$ cat config.mk
export PLATFORM = sky130hd
export DESIGN_NAME = uart_tx_arbiter
export DESIGN_NICKNAME = d
export VERILOG_FILES = /design/src/rtl/uart_tx_arbiter.sv
export SDC_FILE = /design/constraint.sdc
export NUM_CORES = 1
export LEC_CHECK = 0
export ABC_AREA = 0
export CORE_MARGIN = 5
export CORE_UTILIZATION = 41
export DETAILED_ROUTE_END_ITERATION = 10
export PLACE_DENSITY = 0.82
export SYNTH_ARGS = -nofsm -noshare
export SYNTH_HDL_FRONTEND = slang
export SYNTH_SLANG_ARGS = --single-unit
$ cat constraint.sdc
create_clock -name clk -period 1.8 [get_ports clk]
set_clock_uncertainty 0.05 [all_clocks]
set_input_delay 0.18 -clock clk [delete_from_list [all_inputs] [get_ports clk]]
set_output_delay 0.18 -clock clk [all_outputs]
set_load 0.005 [all_outputs]
$ cat src/rtl/uart_tx_arbiter.sv
// Packet-locked round-robin arbiter for the UART TX FIFO push port; grant 1 cycle after req, bytes pass through combinationally.
// tx_full gates in_ready/tx_push directly; a stalled owner is released after TIMEOUT idle cycles.
module uart_tx_arbiter #(
  parameter int N       = 4,
  parameter int TIMEOUT = 1_000_000
) (
  input  logic           clk,
  input  logic           rst,
  input  logic [N-1:0]   req,
  input  logic [N-1:0]   in_valid,
  input  logic [8*N-1:0] in_data,
  input  logic [N-1:0]   in_last,
  output logic [N-1:0]   in_ready,
  output logic [N-1:0]   grant,
  input  logic           tx_full,
  output logic           tx_push,
  output logic [7:0]     tx_push_data,
  output logic           busy,
  output logic           pkt_done,
  output logic           abort
);

  localparam int IW = (N > 1) ? $clog2(N) : 1;
  localparam int CW = $clog2(TIMEOUT + 1);

  typedef enum logic {IDLE = 1'b0, XFER = 1'b1} state_t;

  state_t          state_q;
  logic [N-1:0]    grant_q;
  logic [IW-1:0]   owner_q;
  logic [IW-1:0]   ptr_q;
  logic [CW-1:0]   cnt_q;
  logic            pkt_done_q;
  logic            abort_q;

  logic            xfer;
  logic            own_vld;
  logic            own_last;
  logic [7:0]      own_dat;
  logic            push;

  logic            pick_vld;
  logic [IW-1:0]   owner_d;
  logic [N-1:0]    grant_d;

  assign xfer     = (state_q == XFER);
  assign own_vld  = in_valid[owner_q];
  assign own_last = in_last[owner_q];
  assign own_dat  = in_data[{owner_q, 3'b000} +: 8];
  assign push     = xfer & own_vld & ~tx_full;

  assign in_ready     = (xfer && !tx_full) ? grant_q : '0;
  assign tx_push      = push;
  assign tx_push_data = push ? own_dat : 8'h00;
  assign grant        = grant_q;
  assign busy         = xfer;
  assign pkt_done     = pkt_done_q;
  assign abort        = abort_q;

  // Search starts just past the last owner so every requester gets a turn.
  always_comb begin
    logic [IW-1:0] cand;
    cand     = '0;
    pick_vld = 1'b0;
    owner_d  = '0;
    grant_d  = '0;
    for (int k = 1; k <= N; k++) begin
      cand = IW'((int'(ptr_q) + k) % N);
      if (!pick_vld && req[cand]) begin
        pick_vld = 1'b1;
        owner_d  = cand;
      end
    end
    if (pick_vld) grant_d[owner_d] = 1'b1;
  end

  always_ff @(posedge clk or negedge rst) begin
    if (!rst) begin
      state_q    <= IDLE;
      grant_q    <= '0;
      owner_q    <= '0;
      ptr_q      <= IW'(N - 1);
      cnt_q      <= '0;
      pkt_done_q <= 1'b0;
      abort_q    <= 1'b0;
    end else begin
      pkt_done_q <= 1'b0;
      abort_q    <= 1'b0;
      case (state_q)
        IDLE: begin
          if (pick_vld) begin
            state_q <= XFER;
            grant_q <= grant_d;
            owner_q <= owner_d;
            cnt_q   <= '0;
          end
        end
        XFER: begin
          if (push && own_last) begin
            pkt_done_q <= 1'b1;
            ptr_q      <= owner_q;
            grant_q    <= '0;
            state_q    <= IDLE;
          end else if (own_vld) begin
            // Offered data (even if held off by tx_full) proves the owner is alive.
            cnt_q <= '0;
          end else if (cnt_q == CW'(TIMEOUT - 1)) begin
            abort_q <= 1'b1;
            ptr_q   <= owner_q;
            grant_q <= '0;
            state_q <= IDLE;
          end else begin
            cnt_q <= cnt_q + 1'b1;
          end
        end
        default: state_q <= IDLE;
      endcase
    end
  end

endmodule

======== Word-level counts from Yosys, hierarchy flattened ========
Index checks and enable logic that the tools add are counted.
cells by class
  $add $sub $neg .......................... 5
  order comparisons ....................... 7
  equality and inequality tests ........... 7
  shift-type cells ........................ 1
  muxes and demuxes ....................... 48
  bitwise gates (word level) .............. 4
  reduce and logical (&&, ||, !) cells .... 15
operators with widths
  operator                                                number
  two-way mux 20 bit                                      4
  case mux 20 bit (2 select lines)                        1
  indexed part select 32 x 6 -> 8 bit                     1
  two-way mux 1 bit                                       21
  adder 20 x 1 -> 20 bit (second input constant)          1
  == test 20 bit (second input constant)                  1
  two-way mux 4 bit                                       5
  < comparator 2 x 3 -> 1 bit (second input constant)     6
  two-way mux 2 bit                                       7
  binary-select mux 1 bit (select 2 bit)                  6
  AND reduction 3 bit                                     3
  two-way mux 8 bit                                       1
  case mux 4 bit (2 select lines)                         1
  logical AND 1 bit                                       6
  adder 2 x 1 -> 2 bit (second input constant)            2
  adder 2 bit (second input constant)                     2
  logical NOT 1 bit                                       4
  inequality test 2 bit (second input constant)           2
  inequality test 3 x 1 -> 1 bit (second input constant)  1
  inequality test 3 x 2 -> 1 bit (second input constant)  1
  inequality test 3 bit (second input constant)           1
  bitwise AND 1 bit                                       2
  demux 1 bit (select 2 bit)                              1
  >= comparator 2 x 1 -> 1 bit (second input constant)    1
  5 further kinds                                         6
storage, ports and cells
  register bits ........................... 31

======== Logic depth before layout (Yosys ltp) ========
Gate-level depths: netlist (run 1).
  depth in word-level cells ............... 19
  gate-level depth with buffers ........... 8

======== Worst setup path after synthesis (run 1) ========
Ideal clock, no wire load.
  path kind ............................... register -> register
  from .................................... reg owner_q[0]
  to ...................................... reg cnt_q[16]
  library setup time ...................... 129 ps
  data arrival time ....................... 1805 ps
  data required time ...................... 1621 ps
  setup slack ............................. -183 ps
  cell stages (with the launch flop) ...... 9
  path buffers ............................ 2
  clock period less this slack ............ 1983 ps
  cell sequence ........................... dfrtp_1 mux4_2 nand3_2 inv_2 or2_1 buf_2 buf_2 o21ai_0 o21ai_0
between the ends
  cells in the longest elaborated chain, start to end .. 7
RTL lines
  what                                     RTL line  text
  start, declared                          30        logic [IW-1:0] owner_q;
  start signal, assigned                   94        owner_q <= owner_d;
  binary-select mux 1 bit (select 2 bit)   47        assign own_vld = in_valid[owner_q];
  two-way mux 1 bit (implied by the code)  47
  bitwise AND 1 bit (2 in a row)           50        assign push = xfer & own_vld & ~tx_full;
  logical AND 1 bit                        99        if (push && own_last) begin
  inequality test 2 bit (no line)          --
  AND reduction 3 bit (no line)            --
  end signal, assigned                     113       cnt_q <= cnt_q + 1'b1;
  end, declared                            32        logic [CW-1:0] cnt_q;
Several ways; a longest one is shown, not always the timed one. The select of a mux whose other input is x is not followed.
A chain may end at the register's enable or synchronous reset.

======== Worst setup path after layout (run 1) ========
  from .................................... reg owner_q[0]
  to ...................................... reg cnt_q[5]
Same word-level chain as after synthesis.

==> metrics.txt, run 1 <==
status complete, but fails checks; failing checks setup timing; layout cells sized above 1 38.22%; Clock Sink Count 31; fin crit share 116.9%; Multi-input gate area 0.001266 mm^2; H-tree levels 2; DIE WIDTH 79.48 um; VDD IR-drop max 0.8084 mV; Pre-antenna DRT Iters 5; WP depth 5; crit-path leading delay family simple AND/OR/NAND/NOR gates; Post-DP HPWL 5.222 mm; hold_ws 0.2342 ns; Slew HR 58.29%; Max Fanout on Critical Path 7; total grt overflow 0; CTS Root Cell clkbuf_8; setup ws final -0.3039 ns; GRT Util Overall 24.15%; Seq. cell area 779.5 um^2; CP max stage delay 0.59 ns; count of different cell masters after synthesis 41; TritonCTS clock tree done; Skew-Pair Late Insertion Delay 0.28 ns; sequential area share after synthesis 39.32%; worst-margin pin slew 0.6208 ns; clock buffer count from CTS 5; Reg2Reg Depth 5; crit-path cells mux4_2 > buf_6 > or2_4 > or4_1 > nand3_1; IO Port Bufs 66; area of the die 0.006317 mm^2; Async SR Flop Fraction 100.0%; initial antenna violation count 0; WP data arrival 2.27 ns; number of fill cells 297; Via Count 2386; Place WS -0.4250 ns; ys flop type dfrtp_1; Total Routed Length 7.547 mm; placer congestion estimate 0.8323; Synth area leaders dfrtp_1 (37%), mux4_2 (11%), o21ai_0 (4.8%); vias in the first global route 2352; Initial Util 42.19%; final setup violation count 37; largest net degree at the start of global routing 32; clk slew on worst S/H paths 0.07 ns; drc violations 0; Synth-to-Final Area Change 75.54%; routed len/inst 18.77 um; minimum clock period 2.104 ns; n_diodes 0; Core ar. 0.004692 mm^2; Warnings, synthesis 0; PD cells 1092 mW/mm^2; average cell area after synthesis 9.207 um^2; RSZ-0062 raised after global routing true; Nets 395; Synth Register Bits 31; Setup CP Type flop to flop; Lkg Pwr 1.534 nW; HP Class input pin to async pin; Worst Path Buf+Inv 1; Die Ht 79.48 um; mapped cell area 0.001979 mm^2; I/O pins 67; drt initial violations 185; num rows 25; type of destination of the critical path flop; clk buf depth 2; Fmax achieved 475.3 MHz; Post-DRT Antenna Nets 0; Post-Syn Instances 215; CP startpoint kind flop; Fin. Hold Viols 0; Worst path slowest cell mux4_2; Synth area leader dfrtp_1; first-pass GRT wire length 11.90 mm; post-synth top area share 36.66%; Via-to-Cell Ratio 5.935; Critical Path RT 1.97 ns; total of max-cap violations 0; Post-synth EDFFs 0; syn nets 263; Max Transition Viols Final 0
[final cells by class]
| cell class | instances | area share, % |
|---|---|---|
| Inverter | 11 | 1.260 |
| Clock buffer | 8 | 2.305 |
| Timing Repair Buffer | 136 | 35.61 |
| Sequential cell | 31 | 22.43 |
| Tap cell | 54 | 1.945 |
| Multi-Input combinational cell | 162 | 36.44 |
[metrics by stage]
stage / TNS (ns) / util [%] / power [mW] / area (um^2) / cells
after global placement: -10.53 / 66.96 / 2.698 / 3142 / 380
after floorplan: -1.657 / - / 1.886 / 2039 / 215
after detailed placement: -11.22 / 66.96 / 2.764 / 3142 / 380
after global routing: -9.837 / 74.05 / 3.992 / 3475 / 402
final: -7.422 / 74.05 / 3.794 / 3475 / 402
after CTS: -6.342 / 71.47 / 3.557 / 3353 / 399
[final timing paths]
check / from / end / slack [ns]
max: owner_q[0] / cnt_q[5] / -0.30
min: rst / pkt_done / 0.23
max reg2reg: owner_q[0] / cnt_q[5] / -0.30
min reg2reg: cnt_q[19] / cnt_q[19] / 0.44
max in group asynchronous: rst / ptr_q[1] / 1.13
min in group clk: cnt_q[19] / cnt_q[19] / 0.44
[metal layers]
layer | global-route usage [%] | vias to the layer above | share of wire [%]
met4 | 9.450 | 0 | 3.2
li1 | - | 1092 | -
met2 | 43.32 | 119 | 52
met3 | 4.063 | 18 | 6.8
met1 | 28.50 | 1157 | 38
met5 | 0 | - | 0
[flip-flops by register name, indices dropped and copies added, names as in the netlist]
signal / count
abort: 1
pkt_done: 1
busy: 1
owner_q: 2
grant: 4
cnt_q: 20
ptr_q: 2
[Yosys cell counts (2+ instances only)]
cell	count
a211oi_1	2
a21oi_1	8
a221o_1	2
a31oi_1	11
and2_1	3
and3_1	14
buf_2	6
clkbuf_1	6
dfrtp_1	29
dfstp_2	2
inv_1	10
mux2_2	2
mux4_2	10
nand2_1	12
nand2b_1	2
nand3_1	13
nand4_1	9
nor2_1	10
nor2b_1	2
nor3_1	6
nor4_1	4
o211ai_1	3
o21ai_0	19
o21ai_1	9
o221ai_1	2
o22ai_1	2
or4_1	3
[worst reg2reg max path: cells and delay by family, from the launching register on]
| family | cells | cell delay (ns) |
|---|---|---|
| AND/OR/NAND/NOR | 3 | 0.83 |
| buffers and inverters | 1 | 0.17 |
| flip-flops | 1 | 0.41 |
| multiplexers | 1 | 0.59 |
[layout by cell type (no fill, tap or decap), types with 4 or more instances in the layout]
cell,instances
a21oi_1,5
a31oi_1,10
and3_1,9
and3_4,5
buf_4,58
buf_6,15
clkbuf_8,5
clkdlybuf4s50_1,53
dfrtp_1,28
inv_1,8
mux4_2,10
nand2_1,11
nand3_1,12
nand4_1,9
nor2_1,5
nor2_2,4
nor3_1,5
nor4_1,4
o21ai_1,19
o21ai_2,6
[cell families (layout without fill, tap and decap cells)]
logic type / after synthesis / in the layout / synth area share [%]
compound gates: 61 / 61 / 18.33
mux: 13 / 13 / 13.02
flops: 31 / 31 / 39.32
buf+inv: 23 / 155 / 4.741
xor+xnor: 1 / 1 / 0.4426
fa+ha+maj: 1 / 1 / 0.6320
simple gates: 85 / 86 / 23.51
[power breakdown]
group	total, mW	switching, mW	internal, mW	leakage (nW)
Combinational	2.31	1.00	1.31	1.08
Clock	0.528	0.253	0.274	0.0395
Sequential	0.958	0.126	0.831	0.411
[repair_timing]
item / 4_1_cts / 5_1_grt
buffers inserted: 11 / 4
endpoints found under the setup margin: 41 / 40
gates resized for setup: 68 / 29
pin swaps: 9 / 11
hold buffers: 0 / 0
cloned: 1 / 1
No activity file was read; power rests on OpenSTA's default activity.
==> run 2: changes to the inputs <==
CORE_MARGIN = 2   (was 5)
==> metrics.txt, run 2 (same netlist as run 1, synthesis figures left out) <==
status complete, but fails checks; failing checks setup timing; total of max-cap violations 0; num rows 25; Fin. Hold Viols 0; vias in the first global route 2710; Max Transition Viols Final 0; DIE WIDTH 73.48 um; clk buf depth 2; Multi-input gate area 0.001466 mm^2; Clock Sink Count 31; Reg power frac 23.0%; Power Total 4.272 mW; placer congestion estimate 0.8837; initial antenna violation count 0; DP Cell Count 381; GRT Util Overall 35.24%; Place WS -0.3848 ns; I/O pins 67; PD cells 1142 mW/mm^2; Core ar. 0.004692 mm^2; Die Ht 73.48 um; first-pass GRT wire length 14.05 mm; area of the die 0.005399 mm^2; final instance area 0.003742 mm^2; CTS Root Cell clkbuf_8; Max Fanout on Critical Path 8; Post-DP HPWL 5.203 mm; commonest non-fill, non-tap cell in the layout buf_4; final setup violation count 37; TritonCTS clock tree done; largest net degree at the start of global routing 32; hold_ws 0.2154 ns; type of destination of the critical path flop; Via Count 2828; minimum clock period 2.168 ns; clk slew on worst S/H paths 0.07 ns; Nets 397; Via-to-Cell Ratio 7.000; drc violations 0; fin crit share 120.4%; routed len/inst 25.66 um; Skew-Pair Late Insertion Delay 0.31 ns; Lkg Pwr 1.664 nW; internal power 2.575 mW; n_diodes 0; Initial Util 42.19%; clock share of power 14.1%; setup ws final -0.3676 ns; Seq. cell area 779.5 um^2; Slew HR 71.13%; Post-DRT Antenna Nets 0; HP Class input pin to async pin; Pre-antenna DRT Iters 6; fin util 79.76%; worst-margin pin slew 0.4307 ns; Placed Area 0.003149 mm^2; Setup CP Type flop to flop; setup tns final -9.586 ns; IO Port Bufs 66; VDD IR-drop max 0.7425 mV; Critical Path RT 1.92 ns; highest-count cells in the layout ignoring fill and taps buf_4 (57), clkdlybuf4s50_1 (52), dfrtp_1 (28); clock buffer count from CTS 5; H-tree levels 2; Finished Layout Cells 404; Largest register FFs 20; NetSw 1.697 mW; WP data arrival 2.29 ns; drt initial violations 517; Switching Share 39.72%; total grt overflow 0; layout cells sized above 1 46.57%; Total Routed Length 10.37 mm; CP startpoint kind flop; Most flops, register cnt_q; RSZ-0062 raised after global routing true; Fmax achieved 461.3 MHz; number of fill cells 241; Combinational Power Share 62.9%; Synth-to-Final Area Change 89.06%
## run 2: final timing paths
kind / startpoint / end / slack [ns] / cells past startpoint
hold reg to reg: grant[2] / grant[2] / 0.49 / 2
hold / removal: rst / cnt_q[15] / 0.22 / 2
setup reg to reg: owner_q[0] / cnt_q[17] / -0.37 / 8
max in group asynchronous: rst / ptr_q[0] / 1.13 / 2
min in group clk: grant[2] / grant[2] / 0.49 / 2
setup / recovery: owner_q[0] / cnt_q[17] / -0.37 / 8
## run 2: layer usage
| layer | wire length (um) | GRT usage, % | vias to the layer above |
|---|---|---|---|
| met5 | 0 | 0 | - |
| met4 | 651 | 18.79 | 0 |
| met3 | 1119 | 9.877 | 98 |
| met2 | 5054 | 60.71 | 299 |
| met1 | 3542 | 39.14 | 1332 |
| li1 | - | - | 1099 |
## run 2: layout make-up
cell class              instances  share of cell area, %
multi-input cells             161                  39.18
well taps                      54                  1.805
flip-flops and latches         31                  20.83
clock inverters                 1                 0.1337
inverters                      11                  1.103
repair buffers                139                  34.64
clock buffers                   7                  2.307
## run 2: repair_timing
action	4_1_cts	5_1_grt
gates cloned	2	0
buffers inserted	12	3
hold buffers	0	0
pin swaps	19	13
gates resized for setup	101	41
setup endpoints to repair	39	39
## run 2: worst max-delay path, cell delays in order, from the launching register on
cell and delay (ns):
dfrtp_2 0.43, mux4_2 0.58, buf_6 0.16, nand3_2 0.07
inv_2 0.05, or2_4 0.27, buf_12 0.16, o21ai_1 0.16
o21ai_1 0.10
## run 2: power groups by stage
stage                     Sequential [mW]  Clock [mW]  Combinational [mW]
final                               0.982       0.604                2.69
after floorplan                     0.942           0               0.944
after detailed placement            0.959           0                1.80
after global placement              0.951           0                1.73
after global routing                0.985       0.634                2.78
after CTS                           0.947       0.573                2.30
